===== src/rtl/sram1rw_arbiter_if.sv =====
// Client-side request/response bundle for sram1rw_arbiter: two valid/ready request
// ports plus their read-response channels.
interface sram1rw_arbiter_if #(
  parameter int unsigned ADDR_W = 7,
  parameter int unsigned DATA_W = 22
);
  logic              p0_req_valid;
  logic              p0_req_ready;
  logic              p0_req_write;
  logic [ADDR_W-1:0] p0_req_addr;
  logic [DATA_W-1:0] p0_req_wdata;
  logic              p0_resp_valid;
  logic [DATA_W-1:0] p0_resp_rdata;

  logic              p1_req_valid;
  logic              p1_req_ready;
  logic              p1_req_write;
  logic [ADDR_W-1:0] p1_req_addr;
  logic [DATA_W-1:0] p1_req_wdata;
  logic              p1_resp_valid;
  logic [DATA_W-1:0] p1_resp_rdata;

  modport master (
    output p0_req_valid, p0_req_write, p0_req_addr, p0_req_wdata,
    input  p0_req_ready, p0_resp_valid, p0_resp_rdata,
    output p1_req_valid, p1_req_write, p1_req_addr, p1_req_wdata,
    input  p1_req_ready, p1_resp_valid, p1_resp_rdata
  );

  modport slave (
    input  p0_req_valid, p0_req_write, p0_req_addr, p0_req_wdata,
    output p0_req_ready, p0_resp_valid, p0_resp_rdata,
    input  p1_req_valid, p1_req_write, p1_req_addr, p1_req_wdata,
    output p1_req_ready, p1_resp_valid, p1_resp_rdata
  );
endinterface


===== src/rtl/sram1rw_arbiter.sv =====
// Two-port round-robin arbiter/sequencer for one SRAM1RW128x22 macro.
// Define SRAM1RW_ARB_INIT_SWEEP_EN to zero the array after reset before clients are served.
module sram1rw_arbiter #(
  parameter int unsigned ADDR_W = 7,
  parameter int unsigned DATA_W = 22,
  parameter int unsigned DEPTH  = 128
) (
  input  logic              clock,
  input  logic              reset_n,
  sram1rw_arbiter_if.slave  req,
  output logic              init_done,
  output logic              sram_ce,
  output logic              sram_csb,
  output logic              sram_web,
  output logic              sram_oeb,
  output logic [ADDR_W-1:0] sram_a,
  output logic [DATA_W-1:0] sram_i,
  input  logic [DATA_W-1:0] sram_o
);

  localparam int unsigned LAST_ADDR = DEPTH - 1;

  if (DEPTH != (32'd1 << ADDR_W)) begin : g_depth_check
    $error("sram1rw_arbiter: DEPTH must equal 2**ADDR_W");
  end

  logic              run_c;
  logic              sweep_c;
  logic [ADDR_W-1:0] sweep_addr_c;
  logic [1:0]        grant_c;
  logic              prio_q, prio_d;
  logic [1:0]        resp_valid_q, resp_valid_d;

`ifdef SRAM1RW_ARB_INIT_SWEEP_EN
  typedef enum logic {
    ST_INIT = 1'b0,
    ST_RUN  = 1'b1
  } state_e;

  state_e            state_q, state_d;
  logic [ADDR_W-1:0] cnt_q, cnt_d;
  logic              init_done_q, init_done_d;

  // Sweep FSM state register; any reset restarts the clear at address 0.
  always_ff @(posedge clock) begin
    if (!reset_n) begin
      state_q     <= ST_INIT;
      cnt_q       <= '0;
      init_done_q <= 1'b0;
    end else begin
      state_q     <= state_d;
      cnt_q       <= cnt_d;
      init_done_q <= init_done_d;
    end
  end

  always_comb begin
    state_d     = state_q;
    cnt_d       = cnt_q;
    init_done_d = init_done_q;
    unique case (state_q)
      ST_INIT: begin
        cnt_d = cnt_q + ADDR_W'(1);
        if (cnt_q == ADDR_W'(LAST_ADDR)) begin
          state_d     = ST_RUN;
          cnt_d       = '0;
          init_done_d = 1'b1;
        end
      end
      ST_RUN: begin
        init_done_d = 1'b1;
      end
    endcase
  end

  assign run_c        = reset_n && (state_q == ST_RUN);
  assign sweep_c      = reset_n && (state_q == ST_INIT);
  assign sweep_addr_c = cnt_q;
  assign init_done    = init_done_q;
`else
  assign run_c        = reset_n;
  assign sweep_c      = 1'b0;
  assign sweep_addr_c = '0;
  assign init_done    = 1'b1;
`endif

  // Round-robin grant: a lone requester always wins, a tie goes to prio_q.
  always_comb begin
    grant_c = 2'b00;
    if (run_c) begin
      if (req.p0_req_valid && (!req.p1_req_valid || !prio_q)) begin
        grant_c = 2'b01;
      end else if (req.p1_req_valid) begin
        grant_c = 2'b10;
      end
    end
  end

  // Pointer moves to the port that was not served; read grants schedule a response.
  always_comb begin
    prio_d       = prio_q;
    resp_valid_d = 2'b00;
    if (grant_c[0]) begin
      prio_d          = 1'b1;
      resp_valid_d[0] = !req.p0_req_write;
    end else if (grant_c[1]) begin
      prio_d          = 1'b0;
      resp_valid_d[1] = !req.p1_req_write;
    end
  end

  always_ff @(posedge clock) begin
    if (!reset_n) begin
      prio_q       <= 1'b0;
      resp_valid_q <= 2'b00;
    end else begin
      prio_q       <= prio_d;
      resp_valid_q <= resp_valid_d;
    end
  end

  // Macro controls follow the sweep or the current grant within the same cycle.
  always_comb begin
    sram_csb = 1'b1;
    sram_web = 1'b1;
    sram_oeb = 1'b1;
    sram_a   = '0;
    sram_i   = '0;
    if (sweep_c) begin
      sram_csb = 1'b0;
      sram_web = 1'b0;
      sram_a   = sweep_addr_c;
    end else if (grant_c[0]) begin
      sram_csb = 1'b0;
      sram_web = !req.p0_req_write;
      sram_oeb = req.p0_req_write;
      sram_a   = req.p0_req_addr;
      sram_i   = req.p0_req_wdata;
    end else if (grant_c[1]) begin
      sram_csb = 1'b0;
      sram_web = !req.p1_req_write;
      sram_oeb = req.p1_req_write;
      sram_a   = req.p1_req_addr;
      sram_i   = req.p1_req_wdata;
    end
  end

  assign sram_ce = clock;

  assign req.p0_req_ready = grant_c[0];
  assign req.p1_req_ready = grant_c[1];

  // A pulse already in flight is suppressed as soon as reset is asserted.
  assign req.p0_resp_valid = resp_valid_q[0] && reset_n;
  assign req.p1_resp_valid = resp_valid_q[1] && reset_n;
  assign req.p0_resp_rdata = sram_o;
  assign req.p1_resp_rdata = sram_o;

endmodule


===== src/flat_wrapper.sv =====
// flat-port wrapper written by rule: the top's interface ports become plain ports
module sram1rw_arbiter_flat 
#(
  parameter int unsigned ADDR_W = 7,
  parameter int unsigned DATA_W = 22,
  parameter int unsigned DEPTH  = 128
)
  (clock, reset_n, init_done, sram_ce, sram_csb, sram_web, sram_oeb, sram_a, sram_i, sram_o, req_p0_req_valid, req_p0_req_write, req_p0_req_addr, req_p0_req_wdata, req_p0_req_ready, req_p0_resp_valid, req_p0_resp_rdata, req_p1_req_valid, req_p1_req_write, req_p1_req_addr, req_p1_req_wdata, req_p1_req_ready, req_p1_resp_valid, req_p1_resp_rdata);
  sram1rw_arbiter_if #(.ADDR_W(ADDR_W), .DATA_W(DATA_W)) req_i ();
  input  logic clock;
  input  logic reset_n;
  output logic init_done;
  output logic sram_ce;
  output logic sram_csb;
  output logic sram_web;
  output logic sram_oeb;
  output logic [ADDR_W-1:0] sram_a;
  output logic [DATA_W-1:0] sram_i;
  input  logic [DATA_W-1:0] sram_o;
  input wire logic [$bits(req_i.p0_req_valid)-1:0] req_p0_req_valid;
  input wire logic [$bits(req_i.p0_req_write)-1:0] req_p0_req_write;
  input wire logic [$bits(req_i.p0_req_addr)-1:0] req_p0_req_addr;
  input wire logic [$bits(req_i.p0_req_wdata)-1:0] req_p0_req_wdata;
  output wire logic [$bits(req_i.p0_req_ready)-1:0] req_p0_req_ready;
  output wire logic [$bits(req_i.p0_resp_valid)-1:0] req_p0_resp_valid;
  output wire logic [$bits(req_i.p0_resp_rdata)-1:0] req_p0_resp_rdata;
  input wire logic [$bits(req_i.p1_req_valid)-1:0] req_p1_req_valid;
  input wire logic [$bits(req_i.p1_req_write)-1:0] req_p1_req_write;
  input wire logic [$bits(req_i.p1_req_addr)-1:0] req_p1_req_addr;
  input wire logic [$bits(req_i.p1_req_wdata)-1:0] req_p1_req_wdata;
  output wire logic [$bits(req_i.p1_req_ready)-1:0] req_p1_req_ready;
  output wire logic [$bits(req_i.p1_resp_valid)-1:0] req_p1_resp_valid;
  output wire logic [$bits(req_i.p1_resp_rdata)-1:0] req_p1_resp_rdata;
  assign req_i.p0_req_valid = req_p0_req_valid;
  assign req_i.p0_req_write = req_p0_req_write;
  assign req_i.p0_req_addr = req_p0_req_addr;
  assign req_i.p0_req_wdata = req_p0_req_wdata;
  assign req_p0_req_ready = req_i.p0_req_ready;
  assign req_p0_resp_valid = req_i.p0_resp_valid;
  assign req_p0_resp_rdata = req_i.p0_resp_rdata;
  assign req_i.p1_req_valid = req_p1_req_valid;
  assign req_i.p1_req_write = req_p1_req_write;
  assign req_i.p1_req_addr = req_p1_req_addr;
  assign req_i.p1_req_wdata = req_p1_req_wdata;
  assign req_p1_req_ready = req_i.p1_req_ready;
  assign req_p1_resp_valid = req_i.p1_resp_valid;
  assign req_p1_resp_rdata = req_i.p1_resp_rdata;
  sram1rw_arbiter #(.ADDR_W(ADDR_W), .DATA_W(DATA_W), .DEPTH(DEPTH)) u_core (.clock(clock), .reset_n(reset_n), .req(req_i), .init_done(init_done), .sram_ce(sram_ce), .sram_csb(sram_csb), .sram_web(sram_web), .sram_oeb(sram_oeb), .sram_a(sram_a), .sram_i(sram_i), .sram_o(sram_o));
endmodule

===== config.mk =====
export PLATFORM = sky130hd
export DESIGN_NAME = sram1rw_arbiter_flat
export DESIGN_NICKNAME = d
export VERILOG_FILES = /design/src/rtl/sram1rw_arbiter_if.sv /design/src/rtl/sram1rw_arbiter.sv /design/src/flat_wrapper.sv
export SDC_FILE = /design/constraint.sdc
export NUM_CORES = 1
export LEC_CHECK = 0
export CAP_MARGIN = 20
export CORE_ASPECT_RATIO = 1.75
export CORE_MARGIN = 1.5
export CORE_UTILIZATION = 25
export CTS_BUF_LIST = sky130_fd_sc_hd__clkbuf_4 sky130_fd_sc_hd__clkbuf_8
export DETAILED_ROUTE_END_ITERATION = 8
export GPL_ROUTABILITY_DRIVEN = 0
export MAX_ROUTING_LAYER = met4
export PLACE_DENSITY = 0.85
export SLEW_MARGIN = 5
export SYNTH_ARGS = -nofsm -noshare
export SYNTH_HDL_FRONTEND = slang
export SYNTH_SLANG_ARGS = --single-unit

===== constraint.sdc =====
create_clock -name clock -period 2.5 [get_ports clock]
set_input_delay 0.375 -clock clock [delete_from_list [all_inputs] [get_ports clock]]
set_output_delay 0.375 -clock clock [all_outputs]
set_load 0.005 [all_outputs]

# Word level (Yosys, flattened, before mapping)
# Cells that the tools add are included.
[totals]
mem_count = 0
elab_cells = 31
latch_bits = 0
mem_bits_ro = 0
ram_bits = 0
regBits = 3
[classes]
muxes = 15
magnitude_cmp = 0
div = 0
eq_ne = 0
add_sub_neg = 0
bitwise = 2
shifts = 0
n_reduce_logical = 11
n_mul = 0
[ops]
columns = ["op", "n"]
rows = [
  ["$mux W22", 2],
  ["$mux W7", 2],
  ["$mux W1", 8],
  ["$mux W2", 3],
  ["$logic_not A1 Y1", 4],
  ["$logic_and A1 B1 Y1", 3],
  ["$reduce_or A3 Y1", 1],
  ["$not A1 Y1", 2],
  ["$reduce_and A2 Y1", 1],
  ["$reduce_bool A2 Y1", 1],
  ["$logic_or A1 B1 Y1", 1],
]

# Longest topological paths before layout
# Gate-level depths: netlist (run 1).
[logic_depth]
word_depth = 7
mapped_depth = 4
depth_no_buf = 3

==> flow_summary.yaml, run 1 <==
status:
  outcome: "complete, no violations"
power:
  internal-power_w: 0.000498
  relative_contribution_of_the_clock_network_to_total_power_pct: 47.0
  vdd_ir_max_mv: 0.382
  switching_share_pct: 26.1
  static-leakage-power_nw: 0.738
  power_per_cell_area_nw_per_um2: 357
  combinational_share_of_power_pct: 45.4
  power.sequential.fraction_pct: 7.6
  total_switching_power_w: 0.000176
global_routing:
  grt_pass1_wl_um: 6090
  grt_max_degree: 25
  antenna_found_initial: 0
  grt-ovfl-total: 0
  number_of_global_route_vias_before_repair: 1249
  track_usage_pct: 17.4
timing:
  skew_ns: 0.00340
  fmax_ghz: 0.423
  rsz0062_at_grt: "false"
  hold_ws_ns: 0.556
  period_needed_ns: 2.36
  finalSetupViolations: 0
  hold_viol_final: 0
  fin_tns_setup_ns: 0
  final-max-slew-violation-count: 0
  post-route-worst-setup-slack_ns: 0.137
  tcrit_tclk_final_pct: 94.5
logic_synthesis:
  synthDistinctLibCells: 21
  synth-warning-count: 0
  number_of_flip_flops_and_latches_in_the_synthesized_netlist: 3
  netlist_area_before_placement_um2: 1090
  synth_top_area_cell: "sky130_fd_sc_hd__buf_4"
  synth_cells: 169
  synth_fp_nets: 255
  yosys-top-cells-area: "sky130_fd_sc_hd__buf_4 (33%), sky130_fd_sc_hd__nand2_1 (21%), sky130_fd_sc_hd__o22ai_2 (11%)"
  average_cell_area_after_synthesis_um2: 6.46
  yosysTopAreaCellShare_pct: 33.0
  synth_seq_area_share_pct: 5.50
floorplanning:
  core_um2: 4150
  dieArea_um2: 4790
  pin_count: 168
  die_width_um: 52.9
  die_height_um: 90.4
  placement_rows: 31
  floorplan.initialDensity_pct: 26.3
clock_network:
  post_cts_resized: 0
  tritoncts: "yes"
  cts.hold.buffers_added: 0
  clock_latency_at_the_later_pin_of_the_worst_skew_pair_ns: 0.33
  clk_pin_slew_worst_paths_ns: 0.03
  cts.repair_timing.setup_buffer_count: 0
critical_path:
  critPathArrivalTime_ns: 1.99
  largest_fanout_on_the_critical_path: 14
  crit_path_required_time_ns: 2.12
  kind_of_critical_path: "input pin to output pin"
  worst_setup_path_start_kind: "input pin"
  endpoint_kind: "output pin"
route:
  avgViaCountPerCell: 4.66
  postRouteAntennaNets: 0
  wirelength_um: 4020
  drt_iter0_markers: 7
  drt_first_pass_iters: 4
  remaining_drc_errors: 0
  dr_total_vias: 1272
  routed_wire_length_per_instance_um: 14.7
layout:
  multi_input_comb_area_um2: 571
  antenna_diode_count: 0
  mostFrequentLayoutCells: "sky130_fd_sc_hd__clkdlybuf4s50_1 (99), sky130_fd_sc_hd__nand2_1 (61), sky130_fd_sc_hd__o22ai_1 (19)"
  nFillCells: 407
  areaGrowthSynthToFinish_pct: 73.1
  area.sequential_um2: 60.1
  finish.net_count: 311
  most_common_cell_after_layout_fill_and_taps_aside: "sky130_fd_sc_hd__clkdlybuf4s50_1"
  final_layout_size_suffix_gt1_share_pct: 12.9
placed_design:
  dp_hpwl_um: 3190
  detailedPlace.worstSlack_ns: 0.130
  numPortBuffers: 100
min_path:
  timing.hold.worst.class: "flop to flop"
run:
  max_cap_viol_count: 0
[worst max-delay path, cell delays in order]
cell and delay [ns]:
sky130_fd_sc_hd__clkdlybuf4s50_1 0.49, sky130_fd_sc_hd__nand2b_2 0.14, sky130_fd_sc_hd__nand2_4 0.09, sky130_fd_sc_hd__buf_12 0.16, sky130_fd_sc_hd__o22ai_1 0.18, sky130_fd_sc_hd__clkdlybuf4s50_1 0.55
[flip-flops by register name, summed over array words and instances (netlist names)]
register / cells
u_core.resp_valid_q: 2
u_core.prio_q: 1
[area by class of cell]
cell class	instances	area share, %
Multi-Input combinational cell	105	30.2
Timing Repair Buffer	106	57.7
Clock buffer	8	5.30
Inverter	2	0.398
Sequential cell	3	3.18
Tap cell	49	3.25
[through the flow]
stage	power [W]	area, um2	cells	util (%)
floorplan	0.000251	1090	169	-
global placement	0.000388	1800	266	43.3
detailed placement	0.000393	1800	266	43.3
CTS	0.000686	1890	273	45.5
global route	0.000718	1890	273	45.5
finish	0.000674	1890	273	45.5
[power groups by stage]
stage | clock, W | combinational, W | sequential [W]
finish | 0.000316 | 0.000306 | 0.0000515
global route | 0.000336 | 0.000330 | 0.0000519
CTS | 0.000326 | 0.000309 | 0.0000515
detailed placement | 0.0000337 | 0.000307 | 0.0000522
global placement | 0.0000337 | 0.000302 | 0.0000520
floorplan | 0.0000259 | 0.000173 | 0.0000519
[kinds of logic after synthesis]
group,after synthesis,share of synthesized area (%)
and+or+nand+nor,71,26.8
other,1,0.344
DFF,3,5.50
AOI/OAI and AO/OA,33,25.1
buffers and inverters,61,42.2
[cells in the mapped netlist]
cell	count
sky130_fd_sc_hd__a21oi_1	1
sky130_fd_sc_hd__o22ai_1	19
sky130_fd_sc_hd__nor2_1	2
sky130_fd_sc_hd__o22a_2	1
sky130_fd_sc_hd__inv_1	2
sky130_fd_sc_hd__o32a_1	1
sky130_fd_sc_hd__buf_6	6
sky130_fd_sc_hd__nand2_2	1
sky130_fd_sc_hd__dfxtp_1	3
sky130_fd_sc_hd__nand3_1	1
sky130_fd_sc_hd__nand2b_2	1
sky130_fd_sc_hd__nand2_1	61
sky130_fd_sc_hd__conb_1	1
sky130_fd_sc_hd__and2_1	2
sky130_fd_sc_hd__or2b_1	1
sky130_fd_sc_hd__buf_2	5
sky130_fd_sc_hd__o22ai_2	10
sky130_fd_sc_hd__nand2_4	1
sky130_fd_sc_hd__o21ai_0	1
sky130_fd_sc_hd__buf_4	48
sky130_fd_sc_hd__nor3_1	1
[final timing paths]
path,end,from,depth (start not counted),slack [ns]
hold reg to reg,u_core.prio_q,u_core.prio_q,2,0.56
setup / recovery,sram_i[13],req_p0_req_valid,6,0.14
setup reg to reg,u_core.resp_valid_q[1],u_core.prio_q,4,1.57
hold / removal,u_core.prio_q,u_core.prio_q,2,0.56
[routing by layer]
| layer | vias to the layer above | track usage (%) | wire length, um |
|---|---|---|---|
| met5 | - | - | 0 |
| met4 | 0 | 14.5 | 257 |
| met3 | 43 | 7.62 | 568 |
| met2 | 61 | 27.1 | 1940 |
| met1 | 546 | 15.4 | 1250 |
| li1 | 622 | - | - |
No activity file was read; power rests on OpenSTA's default activity.
==> inputs of run 2 (changes only) <==
- GPL_ROUTABILITY_DRIVEN: 0 -> 1
==> results of run 2 <==
Final layout, timing and power as in run 1 (identical DEF).
